$ cat config.mk
export PLATFORM = sky130hd
export DESIGN_NAME = led_frame_builder_flat
export DESIGN_NICKNAME = d
export VERILOG_FILES = /design/src/rtl/led_pkg.sv /design/src/rtl/led_frame_builder_if.sv /design/src/rtl/led_gap_timer.sv /design/src/rtl/led_frame_builder.sv /design/src/flat_wrapper.sv
export SDC_FILE = /design/constraint.sdc
export NUM_CORES = 1
export LEC_CHECK = 0
export ABC_AREA = 1
export BUFFER_PORTS_ARGS = -buffer_cell sky130_fd_sc_hd__buf_4
export CAP_MARGIN = 30
export CORE_MARGIN = 3
export CORE_UTILIZATION = 55
export CTS_CLUSTER_SIZE = 10
export DETAILED_ROUTE_END_ITERATION = 12
export GPL_ROUTABILITY_DRIVEN = 0
export PLACE_DENSITY = 0.81
export SYNTH_ARGS = -nofsm -noshare
export SYNTH_HDL_FRONTEND = slang
export SYNTH_HIERARCHICAL = 1
export SYNTH_SLANG_ARGS = --single-unit
$ cat constraint.sdc
create_clock -name clk -period 16.8 [get_ports clk]
set_input_delay 0.84 -clock clk [delete_from_list [all_inputs] [get_ports clk]]
set_output_delay 0.84 -clock clk [all_outputs]
set_load 0.01 [all_outputs]
$ cat src/rtl/led_pkg.sv
// Shared LED frame definitions: word layout, header constant and RGB-to-word packing.
// Used by the frame builder and the serial transmitter side.
package led_pkg;

  localparam logic [2:0] LED_HDR    = 3'b111;
  localparam int         LED_WORD_W = 32;

  typedef struct packed {
    logic [2:0] hdr;
    logic [4:0] bright;
    logic [7:0] b;
    logic [7:0] g;
    logic [7:0] r;
  } led_word_t;

  typedef enum logic {
    ST_COLLECT = 1'b0,
    ST_HOLD    = 1'b1
  } build_state_t;

  // rgb arrives as {R, G, B}; the wire order is B, G, R after the header
  function automatic led_word_t pack_led(input logic [23:0] rgb, input logic [4:0] bright);
    led_word_t w;
    w.hdr    = LED_HDR;
    w.bright = bright;
    w.b      = rgb[7:0];
    w.g      = rgb[15:8];
    w.r      = rgb[23:16];
    return w;
  endfunction

endpackage

$ cat src/rtl/led_frame_builder_if.sv
// Pixel input handshake and packed frame output of the LED frame builder.
// master = pixel source / frame consumer side, slave = the builder.
interface led_frame_builder_if
  import led_pkg::*;
#(
  parameter int LED_NUM = 4
);

  logic                         pix_valid;
  logic                         pix_ready;
  logic [23:0]                  pix_data;
  logic                         pix_sof;
  logic [4:0]                   bright_in;
  logic                         bright_we;
  logic [LED_NUM*LED_WORD_W-1:0] frame_data;
  logic                         frame_en;
  logic [15:0]                  frame_cnt;
  logic                         sof_err;

  modport master (
    output pix_valid, pix_data, pix_sof, bright_in, bright_we,
    input  pix_ready, frame_data, frame_en, frame_cnt, sof_err
  );

  modport slave (
    input  pix_valid, pix_data, pix_sof, bright_in, bright_we,
    output pix_ready, frame_data, frame_en, frame_cnt, sof_err
  );

endinterface

$ cat src/rtl/led_gap_timer.sv
// Saturating cycle counter enforcing the minimum spacing between frame pulses.
// Starts saturated out of reset so the first frame is never delayed; clr restarts the count.
module led_gap_timer #(
  parameter int GAP_CYC = 2048
) (
  input  logic clk,
  input  logic rst,
  input  logic clr,
  output logic gap_done
);

  localparam int             CW      = $clog2(GAP_CYC + 1);
  localparam logic [CW-1:0]  GAP_MAX = CW'(GAP_CYC);

  logic [CW-1:0] gap_cnt;

  always_ff @(posedge clk or posedge rst) begin
    if (rst) begin
      gap_cnt <= GAP_MAX;
    end else if (clr) begin
      gap_cnt <= '0;
    end else if (gap_cnt != GAP_MAX) begin
      gap_cnt <= gap_cnt + CW'(1);
    end
  end

  assign gap_done = (gap_cnt == GAP_MAX);

endmodule

$ cat src/rtl/led_frame_builder.sv
// Packs RGB pixels into LED words, assembles LED_NUM of them and publishes the bus with a
// one-cycle frame_en pulse; pix_ready drops while a completed frame waits out the gap timer.
module led_frame_builder
  import led_pkg::*;
#(
  parameter int         LED_NUM        = 4,
  parameter int         GAP_CYC        = 2048,
  parameter logic [4:0] BRIGHT_DEFAULT = 5'h1F
) (
  input logic                clk,
  input logic                rst,
  led_frame_builder_if.slave bus
);

  localparam int                IDX_W    = (LED_NUM > 1) ? $clog2(LED_NUM) : 1;
  localparam int                BUS_W    = LED_NUM * LED_WORD_W;
  localparam logic [IDX_W-1:0]  IDX_LAST = IDX_W'(LED_NUM - 1);
  localparam logic [IDX_W-1:0]  IDX_ONE  = (LED_NUM > 1) ? IDX_W'(1) : '0;

  build_state_t     state;
  build_state_t     state_nxt;
  logic             armed;
  logic             accept;
  logic             sof_restart;
  logic             last_slot;
  logic             gap_done;
  logic             fire;
  logic [IDX_W-1:0] idx;
  logic [IDX_W-1:0] idx_nxt;
  logic [IDX_W-1:0] wr_idx;
  logic [4:0]       bright;
  led_word_t        slots [LED_NUM];
  logic [BUS_W-1:0] asm_buf;
  logic [BUS_W-1:0] frame_q;
  logic             frame_en_q;
  logic [15:0]      frame_cnt_q;
  logic             sof_err_q;

  assign accept      = bus.pix_valid & bus.pix_ready;
  assign sof_restart = accept & bus.pix_sof & (idx != '0);
  assign last_slot   = (idx == IDX_LAST);
  assign fire        = (state == ST_HOLD) & gap_done;
  assign wr_idx      = sof_restart ? '0 : idx;

  led_gap_timer #(
    .GAP_CYC (GAP_CYC)
  ) u_gap (
    .clk      (clk),
    .rst      (rst),
    .clr      (fire),
    .gap_done (gap_done)
  );

  always_ff @(posedge clk or posedge rst) begin
    if (rst) begin
      state <= ST_COLLECT;
    end else begin
      state <= state_nxt;
    end
  end

  // A mid-frame sof restarts at slot 0, so it can only complete a frame when LED_NUM==1
  always_comb begin
    state_nxt = state;
    case (state)
      ST_COLLECT: begin
        if (accept && (sof_restart ? (LED_NUM == 1) : last_slot)) begin
          state_nxt = ST_HOLD;
        end
      end
      ST_HOLD: begin
        if (gap_done) begin
          state_nxt = ST_COLLECT;
        end
      end
      default: state_nxt = ST_COLLECT;
    endcase
  end

  always_comb begin
    bus.pix_ready  = armed & (state == ST_COLLECT);
    bus.frame_data = frame_q;
    bus.frame_en   = frame_en_q;
    bus.frame_cnt  = frame_cnt_q;
    bus.sof_err    = sof_err_q;
  end

  always_comb begin
    idx_nxt = idx;
    if (accept) begin
      if (sof_restart) begin
        idx_nxt = IDX_ONE;
      end else if (last_slot) begin
        idx_nxt = '0;
      end else begin
        idx_nxt = idx + IDX_W'(1);
      end
    end
  end

  // Slot 0 sits in the MSBs so it leaves the transmitter first
  always_comb begin
    asm_buf = '0;
    for (int k = 0; k < LED_NUM; k++) begin
      asm_buf[(LED_NUM-k)*LED_WORD_W-1 -: LED_WORD_W] = slots[k];
    end
  end

  always_ff @(posedge clk or posedge rst) begin
    if (rst) begin
      armed       <= 1'b0;
      idx         <= '0;
      bright      <= BRIGHT_DEFAULT;
      frame_q     <= '0;
      frame_en_q  <= 1'b0;
      frame_cnt_q <= '0;
      sof_err_q   <= 1'b0;
      for (int k = 0; k < LED_NUM; k++) begin
        slots[k] <= '0;
      end
    end else begin
      armed      <= 1'b1;
      idx        <= idx_nxt;
      frame_en_q <= fire;
      sof_err_q  <= sof_restart;
      if (bus.bright_we) begin
        bright <= bus.bright_in;
      end
      if (accept) begin
        slots[wr_idx] <= pack_led(bus.pix_data, bright);
      end
      if (fire) begin
        frame_q     <= asm_buf;
        frame_cnt_q <= frame_cnt_q + 16'd1;
      end
    end
  end

endmodule

$ cat src/flat_wrapper.sv
// flat-port wrapper written by rule: the top's interface ports become plain ports
module led_frame_builder_flat import led_pkg::*;
#(
  parameter int         LED_NUM        = 4,
  parameter int         GAP_CYC        = 2048,
  parameter logic [4:0] BRIGHT_DEFAULT = 5'h1F
)
  (clk, rst, bus_pix_valid, bus_pix_data, bus_pix_sof, bus_bright_in, bus_bright_we, bus_pix_ready, bus_frame_data, bus_frame_en, bus_frame_cnt, bus_sof_err);
  led_frame_builder_if #(.LED_NUM(LED_NUM)) bus_i ();
  input logic clk;
  input logic rst;
  input wire logic [$bits(bus_i.pix_valid)-1:0] bus_pix_valid;
  input wire logic [$bits(bus_i.pix_data)-1:0] bus_pix_data;
  input wire logic [$bits(bus_i.pix_sof)-1:0] bus_pix_sof;
  input wire logic [$bits(bus_i.bright_in)-1:0] bus_bright_in;
  input wire logic [$bits(bus_i.bright_we)-1:0] bus_bright_we;
  output wire logic [$bits(bus_i.pix_ready)-1:0] bus_pix_ready;
  output wire logic [$bits(bus_i.frame_data)-1:0] bus_frame_data;
  output wire logic [$bits(bus_i.frame_en)-1:0] bus_frame_en;
  output wire logic [$bits(bus_i.frame_cnt)-1:0] bus_frame_cnt;
  output wire logic [$bits(bus_i.sof_err)-1:0] bus_sof_err;
  assign bus_i.pix_valid = bus_pix_valid;
  assign bus_i.pix_data = bus_pix_data;
  assign bus_i.pix_sof = bus_pix_sof;
  assign bus_i.bright_in = bus_bright_in;
  assign bus_i.bright_we = bus_bright_we;
  assign bus_pix_ready = bus_i.pix_ready;
  assign bus_frame_data = bus_i.frame_data;
  assign bus_frame_en = bus_i.frame_en;
  assign bus_frame_cnt = bus_i.frame_cnt;
  assign bus_sof_err = bus_i.sof_err;
  led_frame_builder #(.LED_NUM(LED_NUM), .GAP_CYC(GAP_CYC), .BRIGHT_DEFAULT(BRIGHT_DEFAULT)) u_core (.clk(clk), .rst(rst), .bus(bus_i));
endmodule
==> metrics, run 1 <==
Slowest cell on crit path buf_4; Final Util 0.6803; die height ~150 um; Setup CP Type reg -> reg; WP data required 17.28 ns; worst min path class in -> async; row count 51; Synth Area per Inst 9.157 um2; Hold Fails Final Rpt 0; max incr delay on CP around 0.8 ns; Starting Density 0.5623; CTS Root Cell clkbuf_16; layout cells sized above 1 0.1827; CTS tree yes; post-CTS sizing 0; Switching Fraction 0.2073; Tmin final 3.812 ns; Sink Count 279; Inserted Clock Buffers 31; most common cell after layout, fill and taps aside nand2_1; ys flop type dfrtp_1; routed vias/inst approximately 5.2; DR vias 8472; FF-to-FF setup slack approximately 13 ns; I/O Pins approximately 180; Finished Layout Cells 1639; syn_nets 1242; Peak VDD IR 0.07506 mV; final worst-path cycle share 0.2269; Total GRT Usage 0.2382; #FFs+latches synth 279; CTS Hold Bufs 0; NumNets Final about 1400; status completed; DRT iter0 DRCs 681; clock network fraction of total power 0.451; sequential share of power 0.528; register area share after synthesis 0.6345; final antenna diode count 0; mapped cell area 0.01102 mm2; Final setup viols 0; placed cell count 1594; RSZ-0062 raised after global routing false; EDFF count, synth 0; Async SR Flop Fraction 1.000; relative slew slack 0.3171; wire length of the first global-routing pass ~42000 um; Sw Pwr 0.0002651 W; Pre-antenna DRT Iters 5; Max Slew Vio Count 0; CORE AREA 0.01959 mm2; vias in the first global route 8388; Startpoint Class flop; Yosys warnings 6; Syn Inst Count 1203; Worst-Skew Late Latency 0.55 ns; largest net degree at the start of global routing ~110; setup bufs post-CTS 0; grt ovf 0; DRC 0; critical-path maximum fanout 96; initial antenna violation count 0; PortBufs between 150 and 200; Int Power roughly 0.001 W; Static Leakage 7.341 nW; library cells used by synthesis 33; Slew @ Worst Pin 1.024 ns; # H-tree levels 1; commonest cells after routing, fill and taps aside nand2_1, dfrtp_1, buf_4; area grow syn2layout 20.98%; CTS max path bufs 3; Gate power share 0.021; Max Fclk 262.4 MHz; Routed WL 25760 um; setup TNS 0 ns; power per cell area 95.99 mW/mm2; DRT antenna net count 0; Wirelength per Cell 15.72 um; die area about 0.022 mm2; Reg clk slew, reported paths roughly 0.060 ns; Critical Path End Type flop; Max Cap Violations 0; crit-path cells inv_1 > ha_1 > nand3_1 > nor4_1 > nand2_4 > inv_4 > buf_4 > inv_1 > nand3_1 > nand2_1 > inv_1; Die W 147.5 um; Worst Clk Skew roughly 0.02 ns; Most common cell on crit path inv_1; CP Data Arrival Time 4.29 ns; dpl hpwl around 17000 um
## area by class of cell
cell class	instances	area [um2]
inverter	64	250.2
fill	1534	6264
multi-input combinational	796	3427
clock buffer	43	820.8
tap	265	331.6
timing repair buffer	191	1499
sequential	279	6989
clock inverter	1	8.758
## sequential cells by signal, summed over array words and instances (netlist names)
name / flops
u_core/bus.frame_data: 120
u_core/bus.sof_err: 1
u_core/bright: 5
u_core/armed: 1
u_core/asm_buf: 120
u_core/u_gap/gap_cnt: 12
u_core/idx: 2
u_core/bus.frame_cnt: 16
u_core/state: 1
u_core/bus.frame_en: 1
## critical path: cells and delay by family, from the launching register on
kind	cells	cell delay, ns
fa+ha+maj	1	0.18
buf+inv	5	1.76
flops	1	0.42
simple gates	5	1.28
## routing by layer
| layer | global-route usage | vias to the layer above | routed length (um) | part of all wire |
|---|---|---|---|---|
| li1 | - | 4041 | - | - |
| met1 | 0.3249 | 4102 | 10730 | 0.42 |
| met2 | 0.4006 | 283 | 12610 | 0.49 |
| met3 | 0.04323 | 46 | 1879 | 0.073 |
| met4 | 0.06244 | 0 | 545 | 0.021 |
| met5 | 0 | - | 0 | 0 |
## cell usage after synthesis, types with 2 or more instances
library cell / number / area share
inv_2: 2 / 0.00068
nand3_1: 43 / 0.020
xnor2_1: 5 / 0.0040
dfrtp_1: 273 / 0.62
xor2_1: 5 / 0.0040
a21oi_1: 8 / 0.0036
nand4_1: 7 / 0.0040
nand3b_1: 3 / 0.0020
nand2_2: 6 / 0.0034
buf_6: 6 / 0.0061
nand3_2: 2 / 0.0018
ha_1: 5 / 0.0057
inv_1: 62 / 0.021
o21ai_0: 82 / 0.037
buf_2: 26 / 0.012
nor2_1: 32 / 0.011
buf_1: 6 / 0.0020
nand2_1: 564 / 0.19
nor2_4: 7 / 0.0072
buf_4: 10 / 0.0068
dfstp_2: 6 / 0.014
o21ai_1: 19 / 0.0086
clkbuf_1: 14 / 0.0048
## metrics by stage
| step | hold slack (ns) | total power (W) | instance area [um2] | worst slack [ns] |
|---|---|---|---|---|
| 6_report | 0.3727 | 0.001279 | 13330 | 12.99 |
| 3_5_place_dp | 0.4370 | 0.0007145 | 12470 | 13.05 |
| 3_3_place_gp | 0.4307 | 0.0007142 | 12390 | 13.13 |
| 5_1_grt | 0.3987 | 0.001325 | 13330 | 12.63 |
| 2_1_floorplan | 0.4194 | 0.0007007 | 11020 | 8.615 |
| 4_1_cts | 0.3760 | 0.001290 | 13300 | 13.04 |
## power by group through the flow
stage                     clock [W]  combinational (W)  sequential (W)
after global routing       0.000619          0.0000314        0.000675
after global placement            0          0.0000273        0.000687
final                      0.000576          0.0000275        0.000675
after CTS                  0.000588          0.0000277        0.000675
after detailed placement          0          0.0000275        0.000687
after floorplan                   0          0.0000137        0.000687
## final timing paths
kind | start | to | cells past startpoint
worst max-delay path | u_core/u_gap/gap_cnt[0] | u_core/u_gap/gap_cnt[2] | 11
worst min-delay path | rst | u_core/u_gap/gap_cnt[9] | 2
worst max register to register | u_core/u_gap/gap_cnt[0] | u_core/u_gap/gap_cnt[2] | 11
min in group clk | u_core/asm_buf[94] | u_core/asm_buf[94] | 2
worst min register to register | u_core/asm_buf[94] | u_core/asm_buf[94] | 2
max in group asynchronous | rst | u_core/bus.frame_data[113] | 3
## kinds of logic (layout without fill, tap and decap cells)
family,after synthesis,count (layout),synth area share
compound gates,113,113,0.05282
xor+xnor,10,10,0.007951
fa+ha+maj,5,5,0.005679
buf+inv,128,299,0.05509
flops,279,279,0.6345
other cells,1,1,0.0003404
simple gates,667,667,0.2436
No activity file was read; power rests on OpenSTA's default activity.
==> run 2, diff against run 1 <==
==> constraint.sdc (replaced) <==
create_clock -name clk -period 3.73 [get_ports clk]
set_input_delay 0.1865 -clock clk [delete_from_list [all_inputs] [get_ports clk]]
set_output_delay 0.1865 -clock clk [all_outputs]
set_load 0.01 [all_outputs]
==> run 2 against run 1 <==
Net effect: total power increased to 4.8 times the previous value; hold slack got worse by 0.31 ns; sequential share of layout area decreased by 1.9 points; via count increased by 2.2%.
==> metrics, run 2 (same netlist as run 1, synthesis figures left out) <==
Sink Count approximately 280; Max Cap Violations 0; Hold Fails Final Rpt 0; Peak VDD IR 0.3439 mV; Total Power around 0.0061 W; DRC 0; dpl hpwl between 15000 and 20000 um; CORE AREA a little under 0.02 mm2; Inserted Clock Buffers 34; worst min path class in -> reg; CTS Hold Bufs 37; row count 51; CTS Root Cell clkbuf_16; I/O Pins 181; DRT iter0 DRCs 676; final worst-path cycle share 0.8138; FF-to-FF path depth 9; Tmin final between 3 and 4 ns; Most common cell on crit path nand2_1; Final Cell Area around 0.014 mm2; Max Slew Vio Count 0; CP Data Arrival Time 3.46 ns; Slew @ Worst Pin 0.7763 ns; initial antenna violation count 0; vias in the first global route around 8600; Pre-antenna DRT Iters 6; Starting Density 0.5623; CTS max path bufs 3; Max Fclk 329.4 MHz; routed vias/inst 5.156; Worst Clk Skew around 0.012 ns; Reg clk slew, reported paths 0.06 ns; Static Leakage roughly 7.6 nW; area grow syn2layout 25.62%; Die W around 150 um; crit-path cells inv_1 > ha_1 > nand3_1 > nor4_1 > nand2_4 > inv_4 > buf_4 > nand2_1 > nand2_1; area post-placement ~0.012 mm2; critical-path maximum fanout 55; largest net degree at the start of global routing approximately 120; die height 147.5 um; Startpoint Class flop; # H-tree levels 2; Wirelength per Cell about 16 um; CTS tree yes; power per cell area 443.4 mW/mm2; layout cells sized above 1 0.1832; WP data required 4.16 ns; Slowest cell on crit path buf_4; max incr delay on CP 0.56 ns; grt ovf 0; post-CTS sizing 0; status completed; wire length of the first global-routing pass 43310 um; Total GRT Usage 0.2461; setup bufs post-CTS 0; FF-to-FF setup slack 0.69 ns; Routed WL 26680 um; final antenna diode count 0; number of stages on the worst setup path 9; Worst-Skew Late Latency 0.50 ns; setup TNS 0 ns; Final setup viols 0; Top delay family on crit path simple AND/OR/NAND/NOR gates; DRT antenna net count 0; Worst Hold Depth 3; die area 0.02176 mm2; commonest cells after routing, fill and taps aside nand2_1, dfrtp_1, buf_4; DR vias 8657; CP Buf/Inv Count 3; most common cell after layout, fill and taps aside nand2_1; PortBufs between 150 and 200; NumNets Final around 1400; RSZ-0062 raised after global routing false; Critical Path End Type flop; Setup CP Type reg -> reg; relative slew slack 0.4814
## run 2: changes by cell type in the layout (fill, tap and decap cells not counted), sizes merged
cell / delta
dlygate4sd3: +37
clkbuf: +2
clkinvlp: +1
inv: -1
buf: +1
## run 2: tightest hold or removal path, stage by stage
cell and delay (ns):
buf_4 0.12, nand3_4 0.15, nor2_4 0.06
## run 2: through the flow
stage                 util  worst slack, ns  hold WS, ns  instances
floorplan                -          0.02210      0.05048       1203
global placement    0.6353           0.9059       0.2551       1594
detailed placement  0.6377           0.7007       0.2670       1596
CTS                 0.7064           0.7004      0.04572       1679
global route        0.7064           0.4578      0.05856       1679
finish              0.7064           0.6944      0.06397       1679
## run 2: report_power, final
part	switching (W)	internal [W]
logic	0.000101	0.0000593
clock network	0.00114	0.00179
registers	0.00000490	0.00304
## run 2: per-layer routing
layer,up-vias,GRT usage,routed length (um)
met1,4187,0.3283,10960
met5,-,0,0
met4,0,0.09180,821
li1,4115,-,-
met2,298,0.4093,13190
met3,57,0.04323,1704
## run 2: worst paths after layout
kind                                         endpoint                    start
min reg2reg                        u_core/asm_buf[30]       u_core/asm_buf[30]
max                         u_core/bus.frame_data[20]  u_core/u_gap/gap_cnt[0]
max in group asynchronous  u_core/bus.frame_data[114]                      rst
min in group asynchronous    u_core/u_gap/gap_cnt[10]                      rst
min                                u_core/bus.sof_err            bus_pix_valid
max reg2reg                 u_core/bus.frame_data[20]  u_core/u_gap/gap_cnt[0]
## run 2: layout make-up
type,instances,area (um2)
multi-input combinational,796,3427
sequential,279,6989
tap,265,331.6
inverter,64,246.5
timing repair buffer,229,1869
fill,1454,5752
clock inverter,1,8.758
clock buffer,45,965.9
==> run 3, diff against run 2 <==
==> constraint.sdc (replaced) <==
create_clock -name clk -period 2.85 [get_ports clk]
set_input_delay 0.1425 -clock clk [delete_from_list [all_inputs] [get_ports clk]]
set_output_delay 0.1425 -clock clk [all_outputs]
set_load 0.01 [all_outputs]
==> run 3 against run 2 <==
Net effect: sequential share of layout area down 0.38 points; via count up 2.3%; hold slack worse by 0.016 ns; worst setup slack worse by 0.36 ns; die area unchanged.
==> metrics, run 3 (same netlist as run 1, synthesis figures left out) <==
Static Leakage ~7.6 nW; Worst-Skew Late Latency 0.49 ns; CTS tree yes; Startpoint Class flop; Max Fclk a little under 400 MHz; Setup CP Type reg -> reg; RSZ-0062 raised after global routing false; CP Data Arrival Time 2.89 ns; final antenna diode count 0; CTS Root Cell clkbuf_16; # H-tree levels 2; DRT iter0 DRCs 700; CORE AREA 0.01959 mm2; status completed; relative slew slack 0.4931; DRC 0; area grow syn2layout 26.57%; Switching Fraction 0.2032; die area 0.02176 mm2; critical-path maximum fanout 20; clock network fraction of total power 0.477; Routed WL approximately 28000 um; Sw Pwr 0.001633 W; Gate power share 0.027; PortBufs 180; placed cell count 1602; Slew @ Worst Pin 0.7604 ns; Sink Count 279; Peak VDD IR 0.3196 mV; Max Cap Violations 0; Inserted Clock Buffers 34; Hold Fails Final Rpt 0; Max Slew Vio Count 0; Finished Layout Cells around 1700; vias in the first global route 9013; Tmin final 2.515 ns; Final setup viols 0; Total Power about 0.008 W; dpl hpwl between 15000 and 20000 um; most common cell after layout, fill and taps aside nand2_1; Reg clk slew, reported paths 0.05 ns; die height 147.5 um; initial antenna violation count 0; row count 51; DR vias ~8900; Pre-antenna DRT Iters 5; wire length of the first global-routing pass around 45000 um; NumNets Final 1452; WP data required around 3.2 ns; routed vias/inst 5.232; final worst-path cycle share 0.8825; Final Util 0.7117; sequential share of power 0.495; Int Power 0.006406 W; CTS max path bufs 3; Storage cell area 0.006989 mm2; Total GRT Usage 0.2564; largest net degree at the start of global routing 123; Starting Density 0.5623; Critical Path End Type flop; setup TNS 0 ns; power per cell area 576.6 mW/mm2; worst min path class in -> reg; Wirelength per Cell approximately 16 um; layout cells sized above 1 0.1850; Die W 147.5 um; DRT antenna net count 0; Worst Clk Skew roughly 0.014 ns; multi-input logic area 0.003427 mm2; grt ovf 0; I/O Pins 181; commonest cells after routing, fill and taps aside nand2_1, dfrtp_1, buf_4; # fillers between 1000 and 1500
==> run 3: cell types whose count changed in the layout (fill, tap and decap cells not counted) <==
cell and change:
clkbuf_1 +5, bufinv_16 +1, buf_12 +4, clkbuf_16 -2, buf_16 -1, buf_4 +3, dlygate4sd3_1 +3
==> run 3: repair_timing <==
item / CTS / global route
hold buffers: 40 / 0
gates resized for setup: 0 / 0
hold endpoints to repair: 104 / 0
buffers inserted: 0 / 0
==> run 3: critical path, cell delays in order (launching register included) <==
cell and delay, ns:
dfrtp_1 0.42, inv_1 0.15, ha_1 0.19, nand3_1 0.10
nor4_1 0.50, nand2_4 0.16, inv_4 0.24, nand3_1 0.15
nor2_1 0.29, nand2_1 0.09, nand2_1 0.07, nand2_1 0.05
==> run 3: area by class of cell <==
| cell class | count | area share |
|---|---|---|
| repair buffers | 238 | 0.1416 |
| clock buffers | 48 | 0.06704 |
| flip-flops and latches | 279 | 0.5013 |
| multi-input cells | 796 | 0.2458 |
| inverters | 64 | 0.01768 |
| clock inverters | 2 | 0.002782 |
| well taps | 265 | 0.02378 |
==> run 3: path summary, 6_finish.rpt <==
path / start / endpoint / slack (ns) / cells past startpoint
setup / recovery: u_core/u_gap/gap_cnt[0] / u_core/bus.frame_cnt[12] / 0.33 / 11
hold / removal: bus_pix_sof / u_core/bus.sof_err / 0.05 / 3
setup reg to reg: u_core/u_gap/gap_cnt[0] / u_core/bus.frame_cnt[12] / 0.33 / 11
hold reg to reg: u_core/asm_buf[30] / u_core/asm_buf[30] / 0.45 / 2
max in group asynchronous: rst / u_core/bus.frame_data[117] / 1.56 / 4
min in group asynchronous: rst / u_core/u_gap/gap_cnt[2] / 0.28 / 3
==> run 3: layer usage <==
layer / GRT usage / share of wire / vias up
li1: - / - / 4143
met1: 0.3278 / 0.40 / 4315
met2: 0.4379 / 0.50 / 329
met3: 0.05303 / 0.068 / 65
met4: 0.09180 / 0.032 / 0
met5: 0 / 0 / -
==> run 3: power by group through the flow <==
stage               Sequential [W]  Clock, W  Combinational [W]
floorplan                  0.00405         0          0.0000811
global placement           0.00405         0           0.000172
detailed placement         0.00405         0           0.000174
CTS                        0.00398   0.00392           0.000223
global route               0.00398   0.00410           0.000244
finish                     0.00398   0.00384           0.000219
==> run 3: metrics by stage <==
step	instance area, um2	worst slack (ns)	hold WS, ns
final	13940	0.3349	0.04784
after CTS	13940	0.3521	0.03316
after detailed placement	12570	0.3842	0.2046
after global placement	12570	0.4329	0.1961
after floorplan	11020	-0.8139	0.006483
after global routing	13940	0.08750	0.04201
